===== src/rtl/internal_reconfig_pkg.sv =====
// Shared types and helpers for the internal-reconfiguration controller.
// Pure declarations: no latency, no backpressure.
package internal_reconfig_pkg;

  typedef enum logic [2:0] {IDLE, SETUP, PULSE, WAIT, ERR} state_e;

  localparam logic [3:0] LED_OFF = 4'b0000;
  localparam logic [3:0] LED_ALL = 4'b1111;
  localparam logic [3:0] LED_HB  = 4'b1000;

  // Width of a counter that must hold values 0..max_val inclusive.
  function automatic int clog2_safe(input int max_val);
    return (max_val < 1) ? 1 : $clog2(max_val + 1);
  endfunction

  function automatic int last_idx(input int cyc);
    return (cyc > 0) ? cyc - 1 : 0;
  endfunction

endpackage


===== src/rtl/reconfig_debounce.sv =====
// 2-FF synchroniser plus debouncer with a 1-cycle rising-edge pulse.
// Raw edge to pulse: 2+DEBOUNCE_CYC+1 cycles; no backpressure.
module reconfig_debounce
  import internal_reconfig_pkg::*;
#(
  parameter int DEBOUNCE_CYC = 100000
) (
  input  logic clk,
  input  logic rst,
  input  logic raw_i,
  output logic level_o,
  output logic rise_o
);

  localparam int               CNT_W    = clog2_safe(DEBOUNCE_CYC);
  localparam logic [CNT_W-1:0] CNT_LAST = CNT_W'(last_idx(DEBOUNCE_CYC));

  logic             sync1_q, sync2_q;
  logic             level_q, level_prev_q, rise_q;
  logic [CNT_W-1:0] cnt_q;

  always_ff @(posedge clk) begin
    if (rst) begin
      sync1_q      <= 1'b0;
      sync2_q      <= 1'b0;
      level_q      <= 1'b0;
      level_prev_q <= 1'b0;
      rise_q       <= 1'b0;
      cnt_q        <= '0;
    end else begin
      sync1_q <= raw_i;
      sync2_q <= sync1_q;
      // Any sample agreeing with the accepted level restarts the stability run.
      if (sync2_q == level_q) begin
        cnt_q <= '0;
      end else if (cnt_q >= CNT_LAST) begin
        level_q <= sync2_q;
        cnt_q   <= '0;
      end else begin
        cnt_q <= cnt_q + CNT_W'(1);
      end
      level_prev_q <= level_q;
      rise_q       <= level_q & ~level_prev_q;
    end
  end

  assign level_o = level_q;
  assign rise_o  = rise_q;

endmodule


===== src/rtl/internal_reconfig_ctrl.sv =====
// Selects a flash image from debounced buttons and runs the ENA/CBSEL/CONFIG reconfig sequence.
// All outputs registered (state change on cycle N visible at N+1); no backpressure.
module internal_reconfig_ctrl
  import internal_reconfig_pkg::*;
#(
  parameter int SEL_W            = 2,
  parameter int NUM_IMAGES       = 4,
  parameter int DEBOUNCE_CYC     = 100000,
  parameter int ENA_SETUP_CYC    = 16,
  parameter int CONFIG_PULSE_CYC = 8,
  parameter int WDOG_CYC         = 1000000,
  parameter int BLINK_DIV        = 5000000
) (
  input  logic             clk,
  input  logic             rst,
  input  logic             btn_next,
  input  logic             reverse,
  input  logic             btn_go,
  input  logic             cfg_ERROR,
  output logic             cfg_ENA,
  output logic             cfg_CONFIG,
  output logic [SEL_W-1:0] cfg_CBSEL,
  output logic             cfg_ERROR_port,
  output logic [3:0]       led,
  output logic             busy
);

  localparam int SEQ_MAX = (ENA_SETUP_CYC > CONFIG_PULSE_CYC) ? ENA_SETUP_CYC : CONFIG_PULSE_CYC;
  localparam int SEQ_W   = clog2_safe(SEQ_MAX);
  localparam int WDOG_W  = clog2_safe(WDOG_CYC);
  localparam int BLINK_W = clog2_safe(BLINK_DIV);

  localparam logic [SEQ_W-1:0]   SETUP_LAST = SEQ_W'(last_idx(ENA_SETUP_CYC));
  localparam logic [SEQ_W-1:0]   PULSE_LAST = SEQ_W'(last_idx(CONFIG_PULSE_CYC));
  localparam logic [WDOG_W-1:0]  WDOG_LAST  = WDOG_W'(last_idx(WDOG_CYC));
  localparam logic [BLINK_W-1:0] BLINK_LAST = BLINK_W'(last_idx(BLINK_DIV));
  localparam logic [SEL_W-1:0]   IMG_LAST   = SEL_W'(NUM_IMAGES - 1);

  logic next_pulse, go_pulse, rev_lvl;
  logic next_lvl, go_lvl, rev_rise;
  logic unused_dbg;

  reconfig_debounce #(.DEBOUNCE_CYC(DEBOUNCE_CYC)) u_db_next (
    .clk(clk), .rst(rst), .raw_i(btn_next), .level_o(next_lvl), .rise_o(next_pulse)
  );
  reconfig_debounce #(.DEBOUNCE_CYC(DEBOUNCE_CYC)) u_db_go (
    .clk(clk), .rst(rst), .raw_i(btn_go), .level_o(go_lvl), .rise_o(go_pulse)
  );
  reconfig_debounce #(.DEBOUNCE_CYC(DEBOUNCE_CYC)) u_db_rev (
    .clk(clk), .rst(rst), .raw_i(reverse), .level_o(rev_lvl), .rise_o(rev_rise)
  );

  assign unused_dbg = next_lvl ^ go_lvl ^ rev_rise;

  state_e             state_q, state_d;
  logic [SEL_W-1:0]   sel_q, sel_d, cbsel_q, cbsel_d, disp_sel;
  logic [SEQ_W-1:0]   seq_cnt_q, seq_cnt_d;
  logic [WDOG_W-1:0]  wdog_q, wdog_d;
  logic [BLINK_W-1:0] blink_cnt_q, blink_cnt_d;
  logic               blink_q, blink_d;
  logic               err_s1_q, err_s2_q;
  logic               ena_q, config_q, err_port_q, busy_q;
  logic [3:0]         led_q, led_d, sel_disp;

  always_comb begin
    state_d   = state_q;
    sel_d     = sel_q;
    cbsel_d   = cbsel_q;
    seq_cnt_d = seq_cnt_q;
    wdog_d    = wdog_q;
    case (state_q)
      IDLE: begin
        // go wins over a coincident next, so the image being launched is never perturbed
        if (go_pulse) begin
          state_d   = SETUP;
          cbsel_d   = sel_q;
          seq_cnt_d = '0;
        end else if (next_pulse) begin
          if (rev_lvl) sel_d = (sel_q == '0) ? IMG_LAST : sel_q - SEL_W'(1);
          else         sel_d = (sel_q >= IMG_LAST) ? '0 : sel_q + SEL_W'(1);
        end
      end
      SETUP: begin
        if (err_s2_q) begin
          state_d = ERR;
        end else if (seq_cnt_q >= SETUP_LAST) begin
          state_d   = PULSE;
          seq_cnt_d = '0;
        end else begin
          seq_cnt_d = seq_cnt_q + SEQ_W'(1);
        end
      end
      PULSE: begin
        if (err_s2_q) begin
          state_d = ERR;
        end else if (seq_cnt_q >= PULSE_LAST) begin
          state_d = WAIT;
          wdog_d  = '0;
        end else begin
          seq_cnt_d = seq_cnt_q + SEQ_W'(1);
        end
      end
      WAIT: begin
        if (err_s2_q || (wdog_q >= WDOG_LAST)) state_d = ERR;
        else                                   wdog_d  = wdog_q + WDOG_W'(1);
      end
      ERR: begin
        if (go_pulse) state_d = IDLE;
      end
      default: state_d = IDLE;
    endcase
  end

  always_comb begin
    blink_cnt_d = blink_cnt_q;
    blink_d     = blink_q;
    if (state_d == IDLE) begin
      blink_cnt_d = '0;
      blink_d     = 1'b0;
    end else if (blink_cnt_q >= BLINK_LAST) begin
      blink_cnt_d = '0;
      blink_d     = ~blink_q;
    end else begin
      blink_cnt_d = blink_cnt_q + BLINK_W'(1);
    end
  end

  assign disp_sel = (state_d == IDLE) ? sel_d : cbsel_d;

  generate
    if (SEL_W >= 4) begin : g_disp_wide
      assign sel_disp = disp_sel[3:0];
    end else begin : g_disp_narrow
      assign sel_disp = {{(4-SEL_W){1'b0}}, disp_sel};
    end
  endgenerate

  always_comb begin
    led_d = sel_disp;
    case (state_d)
      IDLE:    led_d = sel_disp;
      ERR:     led_d = blink_q ? LED_ALL : LED_OFF;
      default: led_d = (sel_disp & ~LED_HB) | (blink_q ? LED_HB : LED_OFF);
    endcase
  end

  always_ff @(posedge clk) begin
    if (rst) begin
      state_q     <= IDLE;
      sel_q       <= '0;
      cbsel_q     <= '0;
      seq_cnt_q   <= '0;
      wdog_q      <= '0;
      blink_cnt_q <= '0;
      blink_q     <= 1'b0;
      err_s1_q    <= 1'b0;
      err_s2_q    <= 1'b0;
      ena_q       <= 1'b0;
      config_q    <= 1'b0;
      err_port_q  <= 1'b0;
      busy_q      <= 1'b0;
      led_q       <= LED_OFF;
    end else begin
      err_s1_q    <= cfg_ERROR;
      err_s2_q    <= err_s1_q;
      state_q     <= state_d;
      sel_q       <= sel_d;
      cbsel_q     <= cbsel_d;
      seq_cnt_q   <= seq_cnt_d;
      wdog_q      <= wdog_d;
      blink_cnt_q <= blink_cnt_d;
      blink_q     <= blink_d;
      // Outputs decode the next state so they line up with state_q.
      ena_q       <= (state_d == SETUP) || (state_d == PULSE) || (state_d == WAIT);
      config_q    <= (state_d == PULSE);
      err_port_q  <= (state_d == ERR);
      busy_q      <= (state_d != IDLE);
      led_q       <= led_d;
    end
  end

  assign cfg_ENA        = ena_q;
  assign cfg_CONFIG     = config_q;
  assign cfg_CBSEL      = cbsel_q;
  assign cfg_ERROR_port = err_port_q;
  assign led            = led_q;
  assign busy           = busy_q;

endmodule

===== config.mk =====
export PLATFORM = sky130hd
export DESIGN_NAME = internal_reconfig_ctrl
export DESIGN_NICKNAME = d
export VERILOG_FILES = /design/src/rtl/internal_reconfig_pkg.sv /design/src/rtl/reconfig_debounce.sv /design/src/rtl/internal_reconfig_ctrl.sv
export SDC_FILE = /design/constraint.sdc
export NUM_CORES = 1
export LEC_CHECK = 0
export ABC_CLOCK_PERIOD_IN_PS = 3780
export CELL_PAD_IN_SITES_DETAIL_PLACEMENT = 1
export CELL_PAD_IN_SITES_GLOBAL_PLACEMENT = 1
export CORE_MARGIN = 2
export CORE_UTILIZATION = 47
export CTS_CLUSTER_SIZE = 28
export DETAILED_ROUTE_END_ITERATION = 6
export PLACE_DENSITY_LB_ADDON = 0.1
export SKIP_LAST_GASP = 1
export SLEW_MARGIN = 20
export SYNTH_ARGS = -nofsm -noshare
export SYNTH_HDL_FRONTEND = slang
export SYNTH_SLANG_ARGS = --single-unit

===== constraint.sdc =====
create_clock -name clk -period 3.78 [get_ports clk]
set_clock_uncertainty 0.15 [all_clocks]
set_input_delay 0.756 -clock clk [delete_from_list [all_inputs] [get_ports clk]]
set_output_delay 0.756 -clock clk [all_outputs]
set_load 0.01 [all_outputs]

==> summary.md, run 1 <==
| Metric | Value |
|---|---|
| Register area share after synthesis | `46.1%` |
| DRC Markers | `0` |
| Reg-to-reg startpoint | `seq_cnt_q[0]` |
| Syn nets | `669` |
| Slew @ Worst Pin | `0.804 ns` |
| PD cells | `487 nW/um2` |
| Drt first pass iters | `4` |
| GRT overflow | `0` |
| WHS Path Cells | `1` |
| DR vias | `4549` |
| Unrepaired setup endpoints after global routing | `false` |
| Fill cell count | `1402` |
| Resize count post-CTS | `0` |
| CP max-delay cell | `or3_1` |
| CTS Buf Count | `17` |
| IO Port Bufs | `15` |
| Vias in the first global route | `4596` |
| Req. time, crit path | `3.89 ns` |
| Fin. max-slew vios | `0` |
| H-tree level count | `4` |
| Syn_area_per_cell | `8.64 um2` |
| Row count | `40` |
| First-pass GRT wire length | `21600 um` |
| CP delay by family, top | `simple AND/OR/NAND/NOR gates` |
| Die H | `114 um` |
| Initial antenna violation count | `0` |
| Chip width | `114 um` |
| Register bit total from synthesis | `130` |
| Initial core utilization | `47.6%` |
| Die Footprint | `12900 um2` |
| Post-Layout Inst Area | `6550 um2` |
| CTS tree | `yes` |
| Worst Reg-to-Reg Cells | `10` |
| Dominant synthesized flop cell | `dfxtp_1` |
| Crit Path Class | `reg -> reg` |
| Hold Path Class | `reg -> reg` |
| Commonest non-fill, non-tap cell in the layout | `dfxtp_1` |
| Endpoint class of the critical path | `register` |
| Worst Path Arrival | `3.13 ns` |
| Post-synth ARST share | `0%` |
| Post-DP HPWL | `8380 um` |
| Cell Area, Placed | `5910 um2` |
| Clock Tree Buf Depth | `2` |
| Via density | `5.49` |
| Yosys cell types | `48` |
| Reg area | `2600 um2` |
| Final setup violating endpoints | `0` |
| Worst setup SP type | `register` |
| Total setup buffers inserted after CTS | `0` |
| Setup TNS | `0 ns` |
| Area growth from synthesis to layout | `15.9%` |
| Hold Vio Cnt, Final | `0` |
| Critical-path cell list | `ha_1 -> and3_1 -> ha_1 -> nor2_1 -> nand2_1 -> or3_1 -> a211oi_1 -> buf_4 -> or3_1 -> nor2_1` |
| Max frequency | `0.332 GHz` |
| Total track usage | `20.7%` |
| Area of the multi-input gates | `2910 um2` |
| CP Max Fanout | `23` |
| Avg WL per Cell | `15.3 um` |
| Sink Count | `130` |
| Mapped Cells | `654` |
| Max-Slew Margin vs Limit | `46.4%` |
| Worst-path clk slew | `0.06 ns` |
| Peak supply drop | `0.358 mV` |
| Fin Hold WS | `0.235 ns` |
| Worst path max stage delay | `0.63 ns` |
| Share of the clock period used by the worst path | `79.8%` |
| Hold Crit Endpoint | `u_db_next.rise_o` |
| Most frequent cells in the layout | `130 x dfxtp_1, 120 x nor2_1, 50 x nand2_1` |
| Area of the core | `11900 um2` |
| YS warnings | `0` |
| IO Count | `16` |
| 1st-iter DRT viols | `245` |
| Max Cap Viol | `0` |
| Post-Syn Area | `5650 um2` |
| Root buffer cell | `clkbuf_16` |
| R2R setup slack | `0.76 ns` |
| GPL Wtd Cong | `0.825` |
| Total Wirelength | `12700 um` |
| Period minus WS final | `3.02 ns` |
| Fin nets | `684` |
| Antenna-violating nets left | `0` |
| ANT cells | `0` |
| R2r endpoint | `blink_cnt_q[19]` |
| Pin count of the biggest net entering global routing | `38` |
| Hold Crit Start | `u_db_next.level_prev_q` |
| Share of cells above drive strength 1 | `5.72%` |
| Status | `finished clean` |
| Post-synth EDFFs | `0` |
| CTS Hold Bufs | `0` |
| Clock latency on the worst-skew pair | `0.41 ns` |
| Sum of buffers and inverters on the critical path | `1` |
| Leak pwr | `2.21 nW` |
[routing by layer]
layer  track usage [%]  wire, um
met1              24.8      5920
met2              36.6      6380
met3              4.94       295
met4              6.91       131
met5                 0         0
[Yosys cell counts, drive strengths merged (3+ instances only)]
cell    number  share of area [%]
nor2b       15                1.7
ha           9                2.0
nor4         7               0.77
and3        16                1.8
o31ai        3               0.40
nor2       120                8.0
and4         5               0.77
o211ai       5               0.66
inv         12               0.80
o21ai       19                1.7
o22ai        3               0.33
a21oi       31                2.9
xor2        46                7.1
a41oi        3               0.47
nand4       23                2.5
xnor2       24                3.7
o21a         4               0.53
a211oi       6               0.80
mux2i        6                1.1
nor3        10               0.89
and2         5               0.55
clkbuf      13               0.86
or4          3               0.40
nand2       50                3.3
buf          8               0.77
or2          3               0.33
or3         22                2.5
nand3       34                3.0
dfxtp      130                 46
[logic make-up after synthesis]
group / count (synthesis) / share of synthesized area, %
multiplexers: 6 / 1.06
AO/OA/AOI/OAI: 88 / 10.4
AND/OR/NAND/NOR: 318 / 27.2
buffers and inverters: 33 / 2.44
XOR/XNOR: 70 / 10.9
adder cells (fa/ha/maj): 9 / 1.99
flip-flops: 130 / 46.1
[power by group]
| part | total, W | switching (W) | internal [W] |
|---|---|---|---|
| Sequential | 0.00138 | 0.00000297 | 0.00138 |
| Clock | 0.00178 | 0.000583 | 0.00120 |
| Combinational | 0.0000298 | 0.0000189 | 0.0000109 |
| Total | 0.00319 | 0.000605 | 0.00259 |
[registers in the layout, indices dropped and copies added, names as in the netlist, 2 cells and up]
name,count
blink_cnt_q,23
led,4
u_db_rev.cnt_q,17
seq_cnt_q,5
state_q,3
cfg_CBSEL,2
wdog_q,20
sel_q,2
u_db_go.cnt_q,17
u_db_next.cnt_q,17
[final cells by class]
type                    count  area share [%]
clock buffers              21            7.03
inverters                  12           0.688
multi-input cells         491            44.4
well taps                 147            2.81
flip-flops and latches    130            39.7
repair buffers             17            2.52
clock inverters            11            2.79
[worst max-delay path by stage]
stage,from,end,slack [ns],cells after the start
2_1_floorplan,seq_cnt_q[0],blink_cnt_q[14],1.16,11
3_3_place_gp,seq_cnt_q[0],blink_cnt_q[18],0.87,10
3_5_place_dp,seq_cnt_q[0],blink_cnt_q[19],0.77,10
4_1_cts,seq_cnt_q[0],blink_cnt_q[19],0.75,10
5_1_grt,seq_cnt_q[0],blink_cnt_q[3],0.45,10
6_report,seq_cnt_q[0],blink_cnt_q[19],0.76,10
[stage by stage]
stage	setup slack (ns)	power [W]	utilization, %	instances
global placement	0.867	0.00144	49.8	797
finish	0.764	0.00319	55.2	829
CTS	0.745	0.00322	55.2	829
detailed placement	0.771	0.00144	49.8	797
floorplan	1.16	0.00143	-	654
global route	0.453	0.00329	55.2	829
(Power assumes the default switching activity.)
==> run 2: changes to the inputs <==
--- a/config.mk
+++ b/config.mk
@@ -5,11 +5,11 @@
 export SDC_FILE = /design/constraint.sdc
 export NUM_CORES = 1
 export LEC_CHECK = 0
-export ABC_CLOCK_PERIOD_IN_PS = 3780
+export ABC_CLOCK_PERIOD_IN_PS = 2500
 export CELL_PAD_IN_SITES_DETAIL_PLACEMENT = 1
 export CELL_PAD_IN_SITES_GLOBAL_PLACEMENT = 1
 export CORE_MARGIN = 2
-export CORE_UTILIZATION = 47
+export CORE_UTILIZATION = 42
 export CTS_CLUSTER_SIZE = 28
 export DETAILED_ROUTE_END_ITERATION = 6
 export PLACE_DENSITY_LB_ADDON = 0.1
==> constraint.sdc (replaced) <==
create_clock -name clk -period 2.5 [get_ports clk]
set_clock_uncertainty 0.15 [all_clocks]
set_input_delay 0.5 -clock clk [delete_from_list [all_inputs] [get_ports clk]]
set_output_delay 0.5 -clock clk [all_outputs]
set_load 0.01 [all_outputs]
==> run 2 against run 1 <==
Compared with the run above: core utilization down 4.6 points; clock power increased by 26%; register-to-register slack lost 0.65 ns; critical endpoint is now wdog_q[2]; largest cell class unchanged.
==> summary.md, run 2 (synthesis gave the netlist of run 1 again) <==
| Metric | Value |
|---|---|
| Final setup violating endpoints | `0 (unchanged)` |
| IO Port Bufs | `15 (unchanged)` |
| Fin. max-slew vios | `0 (unchanged)` |
| Peak supply drop | `0.440 mV (+23%)` |
| Req. time, crit path | `2.69 ns (-1.20 ns)` |
| GPL Wtd Cong | `0.785 (-4.8%)` |
| Unrepaired setup endpoints after global routing | `true` |
| Worst Path Arrival | `2.57 ns (-0.56 ns)` |
| Antenna-violating nets left | `0 (unchanged)` |
| Chip width | `120 um (+5.6%)` |
| GRT overflow | `0 (unchanged)` |
| Vias in the first global route | `4815 (+4.8%)` |
| CTS Buf Count | `17 (unchanged)` |
| Max Cap Viol | `0 (unchanged)` |
| Die Footprint | `14400 um2 (+11%)` |
| Pin count of the biggest net entering global routing | `40 (+5.3%)` |
| Worst setup SP type | `register` |
| Root buffer cell | `clkbuf_16` |
| Placed cell count | `841 (+5.5%)` |
| Area growth from synthesis to layout | `18.2%` |
| Area of the core | `13200 um2 (+11%)` |
| IO Count | `16 (unchanged)` |
| Place WS | `0.00586 ns (-0.765 ns)` |
| Die H | `120 um (+5.6%)` |
| H-tree level count | `4 (unchanged)` |
| Post-DP HPWL | `8730 um (+4.2%)` |
| Slew @ Worst Pin | `0.542 ns (-0.262 ns)` |
| Worst-path clk slew | `0.05 ns (about the same)` |
| Period minus WS final | `2.38 ns (-0.633 ns)` |
| Final WS setup | `0.117 ns (-0.647 ns)` |
| Leak pwr | `2.28 nW (+3.3%)` |
| ANT cells | `0 (unchanged)` |
| Avg WL per Cell | `14.7 um (-4.3%)` |
| Commonest non-fill, non-tap cell in the layout | `dfxtp_1` |
| Fin nets | `701 (+2.5%)` |
| Clock Tree Buf Depth | `2 (unchanged)` |
| Total Wirelength | `12900 um (+1.1%)` |
| Endpoint class of the critical path | `register` |
| CP Max Fanout | `16 (-30%)` |
| Share of cells above drive strength 1 | `8.58% (+2.9 points)` |
| DRC Markers | `0 (unchanged)` |
| Sink Count | `130 (unchanged)` |
| Status | `finished clean` |
| Max-Slew Margin vs Limit | `63.3% (+17 points)` |
| Via density | `5.35 (-2.5%)` |
| DR vias | `4681 (+2.9%)` |
| Top Registers | `blink_cnt_q (23), wdog_q (20)` |
| Drt first pass iters | `4 (unchanged)` |
| Final cell count without fillers | `875 (+5.5%)` |
| PD cells | `656 nW/um2 (+35%)` |
| 1st-iter DRT viols | `163 (-33%)` |
| Setup TNS | `0 ns (unchanged)` |
| Hold Vio Cnt, Final | `0 (unchanged)` |
| Total track usage | `19.1% (-1.6 points)` |
| Most frequent cells in the layout | `130 x dfxtp_1, 119 x nor2_1, 50 x nand2_1` |
| Clock latency on the worst-skew pair | `0.42 ns (about the same)` |
| Flip-flop count of the largest register after layout | `23 (unchanged)` |
| First-pass GRT wire length | `22300 um (+3.3%)` |
| CTS Hold Bufs | `0 (unchanged)` |
| Max frequency | `0.420 GHz (+27%)` |
| Initial antenna violation count | `0 (unchanged)` |
| Row count | `42 (+5.0%)` |
| Crit Path Class | `reg -> reg` |
| Share of the clock period used by the worst path | `95.3% (+16 points)` |
| Largest reg by FF count | `blink_cnt_q` |
| CTS tree | `yes` |
| Initial core utilization | `42.8% (-4.8 points)` |
| Hold Path Class | `reg -> reg` |
[run 2: per-layer routing]
layer	global-route usage, %	routed length (um)	share of wire [%]	vias up
li1	-	-	-	2329
met1	23.0	5830	45	2305
met2	32.9	6500	51	30
met3	4.85	320	2.5	17
met4	6.84	200	1.6	0
met5	0	0	0	-
[run 2: repair_timing]
| action | CTS | global route |
|---|---|---|
| pin swaps | 0 | 3 |
| gates resized for setup | 1 | 6 |
| buffers inserted | 0 | 2 |
| endpoints found under the setup margin | 1 | 76 |
[run 2: worst paths after layout]
| path | cells past startpoint | slack, ns | to | from |
|---|---|---|---|---|
| max | 7 | 0.12 | wdog_q[2] | wdog_q[7] |
| min | 1 | 0.24 | u_db_go.rise_o | u_db_go.level_prev_q |
| max reg2reg | 7 | 0.12 | wdog_q[2] | wdog_q[7] |
| min reg2reg | 1 | 0.24 | u_db_go.rise_o | u_db_go.level_prev_q |
[run 2: area by class of cell]
class,count,area (um2)
clock buffer,27,513
multi-input combinational,491,2940
inverter,12,45.0
fill,1552,6510
timing repair buffer,34,330
sequential,130,2600
tap,176,220
clock inverter,5,25.0
[run 2: power by group]
part	total, W	internal (W)	switching, W
logic	0.0000476	0.0000196	0.0000280
registers	0.00209	0.00208	0.00000441
clock network	0.00225	0.00139	0.000861
total	0.00438	0.00349	0.000894
[run 2: worst max-delay path, stage by stage (launching register included)]
cell and delay, ns:
dfxtp_1 0.33, or3_4 0.38, a2111oi_4 0.37, o211a_4 0.25, a21oi_4 0.12, buf_12 0.17
or3_1 0.33, a21oi_1 0.20
[run 2: stage by stage]
step	cell area, um2	total power [W]	hold slack, ns	util (%)
after floorplan	5660	0.00216	0.217	-
after global routing	6680	0.00454	0.262	50.6
after global placement	6100	0.00218	0.226	46.2
after CTS	6640	0.00444	0.243	50.4
after detailed placement	6100	0.00218	0.234	46.2
final	6680	0.00438	0.239	50.6
==> run 3: changes to the inputs <==
--- a/config.mk
+++ b/config.mk
@@ -5,11 +5,11 @@
 export SDC_FILE = /design/constraint.sdc
 export NUM_CORES = 1
 export LEC_CHECK = 0
-export ABC_CLOCK_PERIOD_IN_PS = 2500
+export ABC_CLOCK_PERIOD_IN_PS = 3060
 export CELL_PAD_IN_SITES_DETAIL_PLACEMENT = 1
 export CELL_PAD_IN_SITES_GLOBAL_PLACEMENT = 1
 export CORE_MARGIN = 2
-export CORE_UTILIZATION = 42
+export CORE_UTILIZATION = 52
 export CTS_CLUSTER_SIZE = 28
 export DETAILED_ROUTE_END_ITERATION = 6
 export PLACE_DENSITY_LB_ADDON = 0.1
@@ -17,4 +17,5 @@
 export SLEW_MARGIN = 20
 export SYNTH_ARGS = -nofsm -noshare
 export SYNTH_HDL_FRONTEND = slang
+export SYNTH_HIERARCHICAL = 1
 export SYNTH_SLANG_ARGS = --single-unit
==> constraint.sdc (replaced) <==
create_clock -name clk -period 3.06 [get_ports clk]
set_clock_uncertainty 0.15 [all_clocks]
set_input_delay 0.612 -clock clk [delete_from_list [all_inputs] [get_ports clk]]
set_output_delay 0.612 -clock clk [all_outputs]
set_load 0.01 [all_outputs]
==> run 3 against run 2 <==
Compared with the run above: via count grew 13%; area after synthesis up 14%; total power decreased by 16%; register-to-register slack better by 0.25 ns; flip-flop and latch count did not move; first-iteration DRC count up 110%; sequential share of layout area fell by 2.7 points; cell count up 0.11%; core utilization increased by 9.1 points; clock power decreased by 14%; critical endpoint is now wdog_q[5].
==> summary.md, run 3 <==
| Metric | Value |
|---|---|
| Vias in the first global route | `5538 (+15%)` |
| Internal Dissipation | `0.00295 W (-16%)` |
| Sw Pwr | `0.000730 W (-18%)` |
| Leak pwr | `2.34 nW (+2.9%)` |
| Total setup buffers inserted after CTS | `0 (unchanged)` |
| Fin nets | `730 (+4.1%)` |
| Share of the clock period used by the worst path | `87.8% (-7.5 points)` |
| DRC Markers | `0 (unchanged)` |
| Clk pwr share | `52.4% (+1.1 points)` |
| Worst path max stage delay | `0.57 ns (+0.19 ns)` |
| CTS tree | `yes` |
| Area of the core | `12000 um2 (-8.9%)` |
| Max frequency | `0.372 GHz (-11%)` |
| CP Max Fanout | `22 (+6)` |
| Sw Ratio | `19.8% (-0.55 points)` |
| Flip-flop count of the largest register after layout | `23 (unchanged)` |
| Combinational power share | `1.2% (about the same)` |
| DR vias | `5293 (+13%)` |
| Post-Syn Area | `6410 um2 (+14%)` |
| Max-Slew Margin vs Limit | `37.4% (-26 points)` |
| GRT overflow | `0 (unchanged)` |
| Die Footprint | `13200 um2 (-8.0%)` |
| Total track usage | `24.6% (+5.5 points)` |
| YS warnings | `6 (+6)` |
| Pin count of the biggest net entering global routing | `31 (-23%)` |
| Total Wirelength | `15000 um (+17%)` |
| Share of cells above drive strength 1 | `9.88% (+1.3 points)` |
| Initial antenna violation count | `0 (unchanged)` |
| IO Count | `16 (unchanged)` |
| 1st-iter DRT viols | `345 (+110%)` |
| WHS Path Cells | `1 (unchanged)` |
| Clock latency on the worst-skew pair | `0.42 ns (about the same)` |
| Fin. max-slew vios | `0 (unchanged)` |
| Root buffer cell | `clkbuf_16` |
| Syn nets | `724 (+8.2%)` |
| Max Cap Viol | `0 (unchanged)` |
| PD cells | `513 nW/um2 (-22%)` |
| CTS Hold Bufs | `0 (unchanged)` |
| Most frequent cells in the layout | `130 x dfxtp_1, 56 x nand2_1, 46 x nor2_1` |
| Worst path depth | `6 (-1)` |
| Slew @ Worst Pin | `0.936 ns (+0.394 ns)` |
| Via density | `6.04 (+13%)` |
| Setup TNS | `0 ns (unchanged)` |
| Row count | `40 (-4.8%)` |
| Mapped Cells | `711 (+8.7%)` |
| Antenna-violating nets left | `0 (unchanged)` |
| Place WS | `0.422 ns (+0.416 ns)` |
| Die H | `115 um (-4.1%)` |
| IO Port Bufs | `15 (unchanged)` |
| Worst Reg-to-Reg Cells | `6 (-1)` |
| First-pass GRT wire length | `26300 um (+18%)` |
| Final WS setup | `0.372 ns (+0.255 ns)` |
| Largest reg by FF count | `blink_cnt_q` |
| Crit Path Class | `reg -> reg` |
| Worst setup SP type | `register` |
| Initial core utilization | `53.4% (+11 points)` |
| Critical-path cell list | `or4_4 -> a211oi_4 -> o211ai_2 -> buf_4 -> a211oi_2 -> mux2i_1` |
| Peak supply drop | `0.333 mV (-24%)` |
| GPL Wtd Cong | `0.773 (-1.6%)` |
| Resize count post-CTS | `0 (-1)` |
| ANT cells | `0 (unchanged)` |
| Post-DP HPWL | `9920 um (+14%)` |
| H-tree level count | `4 (unchanged)` |
| Commonest non-fill, non-tap cell in the layout | `dfxtp_1` |
| Syn_area_per_cell | `9.02 um2 (+4.4%)` |
| Endpoint class of the critical path | `register` |
| Top Registers | `blink_cnt_q (23), wdog_q (20)` |
| Period minus WS final | `2.69 ns (+0.305 ns)` |
| Sink Count | `130 (unchanged)` |
| Chip width | `115 um (-4.1%)` |
| CP delay by family, top | `compound AO/OA/AOI/OAI gates` |
| Area growth from synthesis to layout | `11.8%` |
| CP max-delay cell | `or4_4` |
| Worst-path clk slew | `0.06 ns (about the same)` |
| Drt first pass iters | `4 (unchanged)` |
| Worst Path Arrival | `2.88 ns (+0.31 ns)` |
| Final setup violating endpoints | `0 (unchanged)` |
| CTS Buf Count | `17 (unchanged)` |
| Hold Path Class | `reg -> reg` |
| Avg WL per Cell | `17.1 um (+17%)` |
| Unrepaired setup endpoints after global routing | `false` |
| Clock Tree Buf Depth | `2 (unchanged)` |
| Status | `finished clean` |
| Sum of buffers and inverters on the critical path | `1 (unchanged)` |
| Seq pwr share | `46.3% (-1.3 points)` |
| Req. time, crit path | `3.25 ns (+0.56 ns)` |
| Hold Vio Cnt, Final | `0 (unchanged)` |
run 3: cell count changes in the layout (fill, tap and decap cells not counted), sizes merged, moves of 16 or more:
cell / delta
nor3: +32
nand4: +16
a211oi: +26
nor2: -73
run 3: final timing paths:
path	startpoint	endpoint	slack, ns
setup / recovery	wdog_q[6]	wdog_q[5]	0.37
hold / removal	u_db_go/level_prev_q	u_db_go/rise_o	0.23
setup reg to reg	wdog_q[6]	wdog_q[5]	0.37
hold reg to reg	u_db_go/level_prev_q	u_db_go/rise_o	0.23
run 3: worst reg2reg max path, stage by stage (launching register included):
cell and delay, ns:
dfxtp_1 0.37, or4_4 0.57, a211oi_4 0.28, o211ai_2 0.43
buf_4 0.36, a211oi_2 0.23, mux2i_1 0.23
run 3: power groups by stage:
stage / combinational [W] / sequential (W) / clock [W]
after CTS: 0.0000464 / 0.00170 / 0.00197
final: 0.0000456 / 0.00170 / 0.00193
after global routing: 0.0000506 / 0.00170 / 0.00205
after global placement: 0.0000439 / 0.00174 / 0
after detailed placement: 0.0000459 / 0.00174 / 0
after floorplan: 0.0000256 / 0.00174 / 0
run 3: final cells by class:
cell class,instances,area (um2)
multi-input cells,519,3510
flip-flops and latches,130,2600
fillers,1363,4840
repair buffers,27,240
well taps,147,184
clock buffers,25,475
inverters,22,82.6
clock inverters,6,80.1
run 3: through the flow:
step                      total power [W]  cells  utilization (%)  area, um2  hold WS, ns
after CTS                         0.00372    876             59.7       7170        0.232
after global routing              0.00381    876             59.7       7170        0.240
after global placement            0.00178    845             55.1       6620        0.225
final                             0.00368    876             59.7       7170        0.230
after detailed placement          0.00179    845             55.1       6620        0.225
after floorplan                   0.00176    711                -       6410        0.218
run 3: routing by layer:
| layer | vias to the layer above | track usage, % | share of wire, % |
|---|---|---|---|
| li1 | 2635 | - | - |
| met4 | 0 | 8.51 | 0.76 |
| met3 | 10 | 5.54 | 2.6 |
| met5 | - | 0 | 0 |
| met1 | 2583 | 30.5 | 46 |
| met2 | 65 | 42.3 | 51 |
